$ cat src/rtl/lsu_unit.sv
// Load/store unit: one handshaked access at a time between execute and data memory.
// Generates byte enables and lane-shifted store data, extends load data, and
// reports misaligned, illegal-size and timeout errors.
//
// Ports:
//   clk, reset (synchronous, active-low)
//   lsu_valid/lsu_ready       : core request handshake (ready only in IDLE)
//   lsu_we/lsu_funct/lsu_addr/lsu_wdata : request fields, registered on accept
//   lsu_done/lsu_rdata/lsu_err/lsu_err_cause : one-cycle completion with result
//   mem_req/mem_we/mem_addr/mem_be/mem_wdata : memory request, held until mem_gnt
//   mem_gnt/mem_rvalid/mem_rdata : memory grant and response
module lsu_unit #(
    parameter int unsigned DATA_WIDTH = 32,
    parameter int unsigned ADDR_WIDTH = 32,
    parameter int unsigned TIMEOUT    = 16
) (
    input  logic                    clk,
    input  logic                    reset,
    input  logic                    lsu_valid,
    output logic                    lsu_ready,
    input  logic                    lsu_we,
    input  logic [2:0]              lsu_funct,
    input  logic [ADDR_WIDTH-1:0]   lsu_addr,
    input  logic [DATA_WIDTH-1:0]   lsu_wdata,
    output logic                    lsu_done,
    output logic [DATA_WIDTH-1:0]   lsu_rdata,
    output logic                    lsu_err,
    output logic [1:0]              lsu_err_cause,
    output logic                    mem_req,
    output logic                    mem_we,
    output logic [ADDR_WIDTH-1:0]   mem_addr,
    output logic [DATA_WIDTH/8-1:0] mem_be,
    output logic [DATA_WIDTH-1:0]   mem_wdata,
    input  logic                    mem_gnt,
    input  logic                    mem_rvalid,
    input  logic [DATA_WIDTH-1:0]   mem_rdata
);
    localparam int unsigned BW      = DATA_WIDTH / 8;
    localparam int unsigned OW      = $clog2(BW);
    localparam int unsigned SW      = $clog2(DATA_WIDTH);
    localparam int unsigned CW      = (TIMEOUT < 2) ? 1 : $clog2(TIMEOUT + 1);
    localparam int unsigned TO_LAST = (TIMEOUT == 0) ? 0 : TIMEOUT - 1;

    typedef enum logic [1:0] {IDLE, REQ, WAIT, RESP} state_t;

    state_t                state, next_state;
    logic [2:0]            funct_q;
    logic [OW-1:0]         off_q;
    logic [CW-1:0]         cnt_q;
    logic                  accept, illegal, misaligned, expire;
    logic [OW-1:0]         in_off;
    logic [2:0]            in_off3;
    logic [BW-1:0]         be_base;
    logic                  err_d;
    logic [1:0]            cause_d;
    logic [DATA_WIDTH-1:0] rdata_d;
    logic [DATA_WIDTH-1:0] shifted, left, load_ext;
    logic [SW-1:0]         sh;

    assign lsu_ready = reset && (state == IDLE);
    assign accept    = lsu_valid && lsu_ready;
    assign in_off    = lsu_addr[OW-1:0];
    assign in_off3   = 3'(in_off);
    // Expiry fires after TIMEOUT cycles in REQ/WAIT; a same-cycle event is checked first.
    assign expire    = (TIMEOUT != 0) && (cnt_q == CW'(TO_LAST));

    // Request decode: size legality, alignment and base byte mask
    always_comb begin
        illegal    = (lsu_funct == 3'b111) || (lsu_we && lsu_funct[2]);
        misaligned = 1'b0;
        be_base    = BW'(1);
        if ((DATA_WIDTH == 32) && ((lsu_funct == 3'b011) || (lsu_funct == 3'b110))) begin
            illegal = 1'b1;
        end
        case (lsu_funct[1:0])
            2'b01: begin
                misaligned = in_off3[0];
                be_base    = BW'(3);
            end
            2'b10: begin
                misaligned = |in_off3[1:0];
                be_base    = BW'(15);
            end
            2'b11: begin
                misaligned = |in_off3;
                be_base    = BW'(255);
            end
            default: be_base = BW'(1);
        endcase
    end

    // Load alignment and extension: shift the lane down, then left/right shift to extend
    always_comb begin
        shifted = mem_rdata >> {off_q, 3'b000};
        case (funct_q[1:0])
            2'b00:   sh = SW'(DATA_WIDTH - 8);
            2'b01:   sh = SW'(DATA_WIDTH - 16);
            2'b10:   sh = SW'(DATA_WIDTH - 32);
            default: sh = '0;
        endcase
        left = shifted << sh;
        if (funct_q[2]) begin
            load_ext = left >> sh;
        end else begin
            load_ext = $unsigned($signed(left) >>> sh);
        end
    end

    // Next state and response payload
    always_comb begin
        next_state = state;
        err_d      = 1'b0;
        cause_d    = 2'b00;
        rdata_d    = '0;
        case (state)
            IDLE: begin
                if (accept) begin
                    if (illegal) begin
                        next_state = RESP;
                        err_d      = 1'b1;
                        cause_d    = 2'b11;
                    end else if (misaligned) begin
                        next_state = RESP;
                        err_d      = 1'b1;
                        cause_d    = 2'b01;
                    end else begin
                        next_state = REQ;
                    end
                end
            end
            REQ: begin
                if (mem_gnt) begin
                    next_state = WAIT;
                end else if (expire) begin
                    next_state = RESP;
                    err_d      = 1'b1;
                    cause_d    = 2'b10;
                end
            end
            WAIT: begin
                if (mem_rvalid) begin
                    next_state = RESP;
                    rdata_d    = mem_we ? '0 : load_ext;
                end else if (expire) begin
                    next_state = RESP;
                    err_d      = 1'b1;
                    cause_d    = 2'b10;
                end
            end
            RESP:    next_state = IDLE;
            default: next_state = IDLE;
        endcase
    end

    // State register
    always_ff @(posedge clk) begin
        if (!reset) begin
            state <= IDLE;
        end else begin
            state <= next_state;
        end
    end

    // Registered outputs, captured request fields and timeout counter
    always_ff @(posedge clk) begin
        if (!reset) begin
            funct_q       <= '0;
            off_q         <= '0;
            cnt_q         <= '0;
            mem_req       <= 1'b0;
            mem_we        <= 1'b0;
            mem_addr      <= '0;
            mem_be        <= '0;
            mem_wdata     <= '0;
            lsu_done      <= 1'b0;
            lsu_err       <= 1'b0;
            lsu_err_cause <= 2'b00;
            lsu_rdata     <= '0;
        end else begin
            mem_req       <= (next_state == REQ);
            lsu_done      <= (next_state == RESP);
            lsu_err       <= err_d;
            lsu_err_cause <= cause_d;
            lsu_rdata     <= rdata_d;
            if (accept) begin
                funct_q   <= lsu_funct;
                off_q     <= in_off;
                mem_we    <= lsu_we;
                mem_addr  <= {lsu_addr[ADDR_WIDTH-1:OW], {OW{1'b0}}};
                mem_be    <= be_base << in_off;
                mem_wdata <= lsu_wdata << {in_off, 3'b000};
            end
            if (next_state != state) begin
                cnt_q <= '0;
            end else if (((state == REQ) || (state == WAIT)) && (cnt_q != {CW{1'b1}})) begin
                cnt_q <= cnt_q + CW'(1);
            end
        end
    end
endmodule

$ cat config.mk
export PLATFORM = sky130hd
export DESIGN_NAME = lsu_unit
export DESIGN_NICKNAME = d
export VERILOG_FILES = /design/src/rtl/lsu_unit.sv
export SDC_FILE = /design/constraint.sdc
export NUM_CORES = 1
export LEC_CHECK = 0
export ABC_AREA = 1
export CAP_MARGIN = 5
export CORE_ASPECT_RATIO = 1.1
export CORE_UTILIZATION = 35
export CTS_BUF_LIST = sky130_fd_sc_hd__clkbuf_16
export DETAILED_ROUTE_END_ITERATION = 7
export PLACE_DENSITY = 0.67
export SKIP_LAST_GASP = 1
export SLEW_MARGIN = 10
export SYNTH_ARGS = -nofsm -noshare
export SYNTH_HDL_FRONTEND = slang
export SYNTH_SLANG_ARGS = --single-unit
export TNS_END_PERCENT = 10
$ cat constraint.sdc
create_clock -name clk -period 3.27 [get_ports clk]
set_input_delay 0.654 -clock clk [delete_from_list [all_inputs] [get_ports clk]]
set_output_delay 0.654 -clock clk [all_outputs]
set_load 0.05 [all_outputs]
==> out/summary.txt, run 1 <==
Outcome: finished clean
Max Clock Freq: 0.441 GHz
Congestion Overflow GR: 0
Avg WL per Cell: 14.4 um
Die height: 130 um
Total Wirelength: 16300 um
GRT Util Overall: 0.211
DR vias: 5441
Longest Clk Path Bufs: 2
Synthesized flop and latch total: 116
Worst-Skew Late Latency: 420 ps
Die width: 118 um
DRC Markers: 0
Critical Path Sink Type: output port
Initial antenna violation count: 0
Clock Skew: 5.91 ps
Maximum fanout along the worst path: 2
Effective utilization at floorplan: 0.360
Final Hold Viols: 0
I/O Buffers: 209
Peak VDD IR: 0.402 mV
Worst path top cell family by delay: buffers and inverters
Critical path buffer and inverter count: 1
Commonest cells after routing, fill and taps aside: nand2_1 (245), clkdlybuf4s50_1 (207), dfxtp_1 (116), nand3_1 (70), nor2_1 (62)
Hold path cells: 2
Library cells used by synthesis: 38
WS Path Type: reg2out
Final instance area: 0.00797 sq mm
Starting DRT DRC Count: 447
TritonCTS Buffers: 17
CP startpoint: mem_be[2]
Dpl cell area: 0.00742 sq mm
Vias in the first global route: 4997
CTS tree: done
Least-Margin Pin Slew: 716 ps
Row Count: 46
Routability cong.: 0.878
Sequential share of power: 0.321
Max-cap viol count: 0
Slowest CP cell: clkdlybuf4s50_1
Min-delay src: mem_addr[20]
Gate power share: 0.347
Fin cells: 1132
Vias/cell: 4.81
Crit path arrival time: 1610 ps
R2R Setup Slk: 1140 ps
Worst min-delay path class: reg2reg
# clock sinks: 116
Commonest non-fill, non-tap cell in the layout: nand2_1
Worst path cell trace: clkdlybuf4s50_1
Worst-case reg-to-reg path depth: 8
CTS H-tree lvls: 4
Utilization after layout: 0.550
Pint: 3.29 mW
Area delta synth->final: 52.6%
Fill cells: 1383
Root Buffer: clkbuf_16
Slew headroom: 0.522
Synth Area per Inst: 7.13 sq um
Final setup TNS: 0 ps
Die area: 0.0154 sq mm
Worst Hold End: mem_addr[20]
Antenna Cells: 0
Post-CTS setup buffers: 0
Total chip power: 5.22 mW
Initial DRT Pass Iterations: 6
Lkg Pwr: 3.37 nW
Post-Syn Area: 0.00523 sq mm
Hpwl dp: 11800 um
Share of layout cells above drive strength 1: 0.0681
CP Launch Type: register
Part of the Yosys area used for sequential elements: 0.444
Final Max Tran Viols: 0
# setup viols final: 0
Max incr delay on CP: 820 ps
RR Endpoint: mem_wdata[4]
Count of nets after finishing: 1040
# IOs: 212
Reg clk slew, reported paths: 50 ps
Clk pwr share: 0.332
Core area: 0.0145 sq mm
Final period utilization: 0.694
Net Switching: 1.94 mW
R2r startpoint: state[1]
Pin count of the biggest net entering global routing: 38
First-pass GRT wire length: 25600 um
Switching part of the total power: 0.371
PostCTS Resize Cnt: 0
Minimum clock period: 2270 ps
Placed Cells: 1100
Hold buffers post-CTS: 0
Synth warn: 0
RSZ-0062 raised after global routing: no
Worst EP required: 2620 ps
Mapped Cells: 733
Pwr dens: 655 mW/mm^2
Routed Antenna Nets: 0
[power by group through the flow]
stage               logic [mW]  clock network [mW]  registers (mW)
floorplan                0.777                   0            2.15
global placement          1.81                   0            1.70
detailed placement        1.81                   0            1.70
CTS                       1.82                1.75            1.67
global route              1.97                1.82            1.69
finish                    1.81                1.73            1.67
[cells in the mapped netlist]
cell type / n / area share
mux2i_1: 3 / 0.0057
ha_1: 8 / 0.019
buf_2: 11 / 0.011
xnor2_1: 1 / 0.0017
a31oi_1: 6 / 0.0072
o21ai_0: 13 / 0.012
conb_1: 1 / 0.00072
a21oi_1: 49 / 0.047
a21oi_2: 10 / 0.017
clkinv_1: 2 / 0.0014
nand4_1: 3 / 0.0036
o31ai_1: 4 / 0.0057
nand2_2: 1 / 0.0012
inv_2: 4 / 0.0029
nand3_1: 71 / 0.068
nor2_1: 62 / 0.045
or2_1: 1 / 0.0012
nand3_2: 3 / 0.0057
buf_1: 4 / 0.0029
o21ai_2: 2 / 0.0034
clkbuf_1: 22 / 0.016
nor2_4: 1 / 0.0022
buf_4: 6 / 0.0086
dfxtp_1: 116 / 0.44
and2_0: 2 / 0.0024
xor2_1: 2 / 0.0034
nor2_2: 3 / 0.0036
a311oi_1: 4 / 0.0067
and3_1: 1 / 0.0012
nor3_1: 1 / 0.00096
buf_6: 2 / 0.0043
o21a_1: 1 / 0.0014
a32o_1: 1 / 0.0019
nand2_1: 245 / 0.18
inv_1: 44 / 0.032
nand2_4: 1 / 0.0022
a211oi_1: 4 / 0.0057
o211ai_1: 18 / 0.026
[per-stage QoR]
step	hold WS, ps	worst slack (ps)
floorplan	461	1050
global placement	452	839
detailed placement	458	745
CTS	464	995
global route	482	879
finish	461	1000
[layer usage]
layer,global-route usage,up-vias,part of all wire
met3,0.0498,24,0.082
met2,0.344,233,0.46
li1,-,2760,-
met1,0.274,2424,0.44
met5,0,-,0
met4,0.0752,0,0.015
[flip-flops by register name (all words and copies together), names as in the netlist]
signal	cells
mem_wdata	32
mem_addr	30
funct_q	3
mem_req	1
lsu_done	1
lsu_err	1
lsu_rdata	32
lsu_err_cause	2
mem_we	1
state	2
mem_be	4
off_q	2
cnt_q	5
[area by class of cell]
type	instances	area (sq um)	share of cell area
clock buffers	17	425	0.0534
clock inverters	15	125	0.0157
inverters	50	188	0.0235
multi-input cells	523	2510	0.315
flip-flops and latches	116	2320	0.291
well taps	192	240	0.0301
repair buffers	219	2160	0.271
[cell families (layout without fill, tap and decap cells)]
logic type,after synthesis,after routing,share of synthesized area
simple gates,395,395,0.313
flops,116,116,0.444
compound gates,112,112,0.134
buf+inv,95,301,0.0781
fa+ha+maj,8,8,0.0192
xor+xnor,3,3,0.00503
mux,3,3,0.00575
other cells,1,2,0.000718
[worst max path at each step]
stage / slack (ps) / depth (start not counted) / endpoint
floorplan: 1050 / 4 / lsu_ready
global placement: 840 / 7 / mem_wdata[4]
detailed placement: 750 / 7 / mem_wdata[2]
CTS: 990 / 1 / lsu_done
global route: 880 / 5 / lsu_ready
finish: 1000 / 1 / mem_be[2]
Power figures use the tool's default switching activity.
==> inputs of run 2 (changes only) <==
--- a/config.mk
+++ b/config.mk
@@ -11,7 +11,7 @@
 export CORE_UTILIZATION = 35
 export CTS_BUF_LIST = sky130_fd_sc_hd__clkbuf_16
 export DETAILED_ROUTE_END_ITERATION = 7
-export PLACE_DENSITY = 0.67
+export PLACE_DENSITY = 0.7
 export SKIP_LAST_GASP = 1
 export SLEW_MARGIN = 10
 export SYNTH_ARGS = -nofsm -noshare
==> constraint.sdc (replaced) <==
create_clock -name clk -period 1.85 [get_ports clk]
set_input_delay 0.37 -clock clk [delete_from_list [all_inputs] [get_ports clk]]
set_output_delay 0.37 -clock clk [all_outputs]
set_load 0.05 [all_outputs]
==> run 2 against run 1 <==
  * Clock power increased by 85%
  * The run now ends with setup timing left
  * Count of clock-buffer cells in the layout stayed put
  * Critical endpoint is now mem_addr[12]
  * Critical path type unchanged
  * Wire length up 1.2%
==> out/summary.txt, run 2 (synthesis results as in run 1) <==
Count of nets after finishing: 1063 (+2.2%)
Commonest cells after routing, fill and taps aside: nand2_1 (245), clkdlybuf4s50_1 (139), dfxtp_1 (115), buf_4 (91), nand3_1 (69)
Fill cells: 1434 (+3.7%)
I/O Buffers: 209 (unchanged)
Least-Margin Pin Slew: 510 ps (-206 ps)
Flip-flop and latch area: 0.00232 sq mm (about the same)
Crit path arrival time: 1550 ps (-60 ps)
Final instance area: 0.00811 sq mm (+1.7%)
Core area: 0.0145 sq mm (unchanged)
Root Buffer: clkbuf_16
Final setup TNS: -1350 ps (-1350 ps)
# setup viols final: 36 (+36)
Congestion Overflow GR: 0 (unchanged)
Max incr delay on CP: 800 ps (-20 ps)
Slowest CP cell: clkdlybuf4s50_1
Vias/cell: 4.82 (+0.26%)
RR Endpoint: cnt_q[2]
Critical Path Sink Type: output port
Reg clk slew, reported paths: 50 ps (about the same)
Worst path cell trace: clkdlybuf4s50_1
Worst path top cell family by delay: buffers and inverters
DR vias: 5566 (+2.3%)
Peak VDD IR: 0.635 mV (+58%)
Slew headroom: 0.659 (+0.137)
Met3 GRT Util: 0.0590 (+0.00918)
Vias in the first global route: 5121 (+2.5%)
Outcome: finished with violations
R2r startpoint: state[1]
Die area: 0.0154 sq mm (unchanged)
Final Hold Viols: 0 (unchanged)
Worst-Skew Late Latency: 410 ps (about the same)
CTS tree: done
First-pass GRT wire length: 25800 um (+0.95%)
Max Clock Freq: 0.522 GHz
TritonCTS Buffers: 17 (unchanged)
Avg WL per Cell: 14.3 um (-0.78%)
Worst min-delay path class: in2reg
Final Max Tran Viols: 0 (unchanged)
Net Switching: 3.49 mW (+81%)
Final period utilization: 1.04
Minimum clock period: 1920 ps
Worst EP required: 1480 ps (-1140 ps)
Pint: 6.04 mW (+84%)
RSZ-0062 raised after global routing: yes
Setup slack after layout: -66.9 ps (-1070 ps)
Clk pwr share: 0.336 (+0.004)
Pin count of the biggest net entering global routing: 41 (+7.9%)
Longest Clk Path Bufs: 2 (unchanged)
Worst Hold End: mem_wdata[30]
Die width: 118 um (unchanged)
CP Launch Type: register
Switching part of the total power: 0.367 (-0.00426)
Lkg Pwr: 3.68 nW (+9.1%)
Starting DRT DRC Count: 425 (-4.9%)
Hold buffers post-CTS: 0 (unchanged)
Worst-case reg-to-reg path depth: 10 (+2)
Failing checks: setup timing
Antenna Cells: 0 (unchanged)
GRT Util Overall: 0.215 (+0.00373)
R2R Setup Slk: 160 ps (-980 ps)
Routed Antenna Nets: 0 (unchanged)
# clock sinks: 116 (unchanged)
Hpwl dp: 12200 um (+3.2%)
Max-cap viol count: 0 (unchanged)
Top Registers: lsu_rdata (32), mem_wdata (32), mem_addr (30)
CTS H-tree lvls: 4 (unchanged)
Total Wirelength: 16500 um (+1.2%)
Die height: 130 um (unchanged)
Initial antenna violation count: 0 (unchanged)
Critical path buffer and inverter count: 1 (unchanged)
Dpl cell area: 0.00750 sq mm (+1.1%)
Commonest non-fill, non-tap cell in the layout: nand2_1
# IOs: 212 (unchanged)
Global route hottest layer: met2
Pwr dens: 1180 mW/mm^2 (+79%)
Hold path cells: 3 (+1)
Routability cong.: 0.872 (-0.73%)
Gate power share: 0.355 (+0.008)
Clock Skew: 7.41 ps (+1.51 ps)
Sequential share of power: 0.309 (-0.012)
Effective utilization at floorplan: 0.360 (unchanged)
Initial DRT Pass Iterations: 5 (-1)
Row Count: 46 (unchanged)
Maximum fanout along the worst path: 2 (unchanged)
Share of layout cells above drive strength 1: 0.162 (+0.0939)
Min-delay src: reset
Area of the multi-input gates: 0.00254 sq mm (+1.0%)
Min Hold Slack: 342 ps (-119 ps)
WS Path Type: reg2out
Area delta synth->final: 55.2%
DRC Markers: 0 (unchanged)
Met2 Track Usage GR: 0.358 (+0.0142)
Global routing usage on met1: 0.263 (-0.0112)
==> run 2: changes by cell type in the layout (fill, tap and decap cells not counted), moves of 3 or more <==
cell,before,now
nor2_1,62,59
clkdlybuf4s50_1,207,139
buf_12,0,6
dlygate4sd2_1,0,4
buf_4,11,91
nor2_2,3,6
==> run 2: timing repair <==
action	CTS	global route
resized for setup	4	9
pin swaps	0	3
setup buffers	0	1
gates cloned	0	0
setup endpoints to repair	41	44
==> run 2: metrics by stage <==
step | instances | setup slack (ps) | power, mW | util
floorplan | 734 | 196 | 5.17 | -
global placement | 1122 | -75.1 | 6.31 | 0.517
detailed placement | 1122 | -54.6 | 6.32 | 0.517
CTS | 1154 | -90.6 | 9.54 | 0.557
global route | 1155 | -123 | 10.0 | 0.559
finish | 1155 | -66.9 | 9.53 | 0.559
==> run 2: power groups by stage <==
stage	clock network [mW]	registers (mW)	logic, mW
2_1_floorplan	0	3.79	1.37
3_3_place_gp	0	2.99	3.32
3_5_place_dp	0	2.99	3.33
4_1_cts	3.25	2.95	3.34
5_1_grt	3.39	2.98	3.64
6_report	3.20	2.95	3.39
==> run 2: worst max-delay path by stage <==
stage / startpoint / to / slack [ps] / cells after the start
floorplan: reset / lsu_ready / 200 / 4
CTS: mem_addr[9] / mem_addr[9] / -90 / 1
detailed placement: lsu_addr[0] / mem_wdata[27] / -50 / 8
global route: mem_addr[18] / mem_addr[18] / -120 / 1
finish: mem_addr[12] / mem_addr[12] / -70 / 1
global placement: lsu_addr[0] / mem_wdata[27] / -80 / 8
==> run 2: routing by layer <==
metal / part of all wire / wire length, um
met2: 0.48 / 7940
met3: 0.068 / 1120
met1: 0.43 / 7160
met4: 0.018 / 291
met5: 0 / 0
==> run 2: layout make-up <==
type,count,share of cell area
Clock buffer,17,0.0525
Clock inverter,15,0.0185
Inverter,50,0.0231
Multi-Input combinational cell,523,0.313
Sequential cell,116,0.286
Tap cell,192,0.0296
Timing Repair Buffer,242,0.277
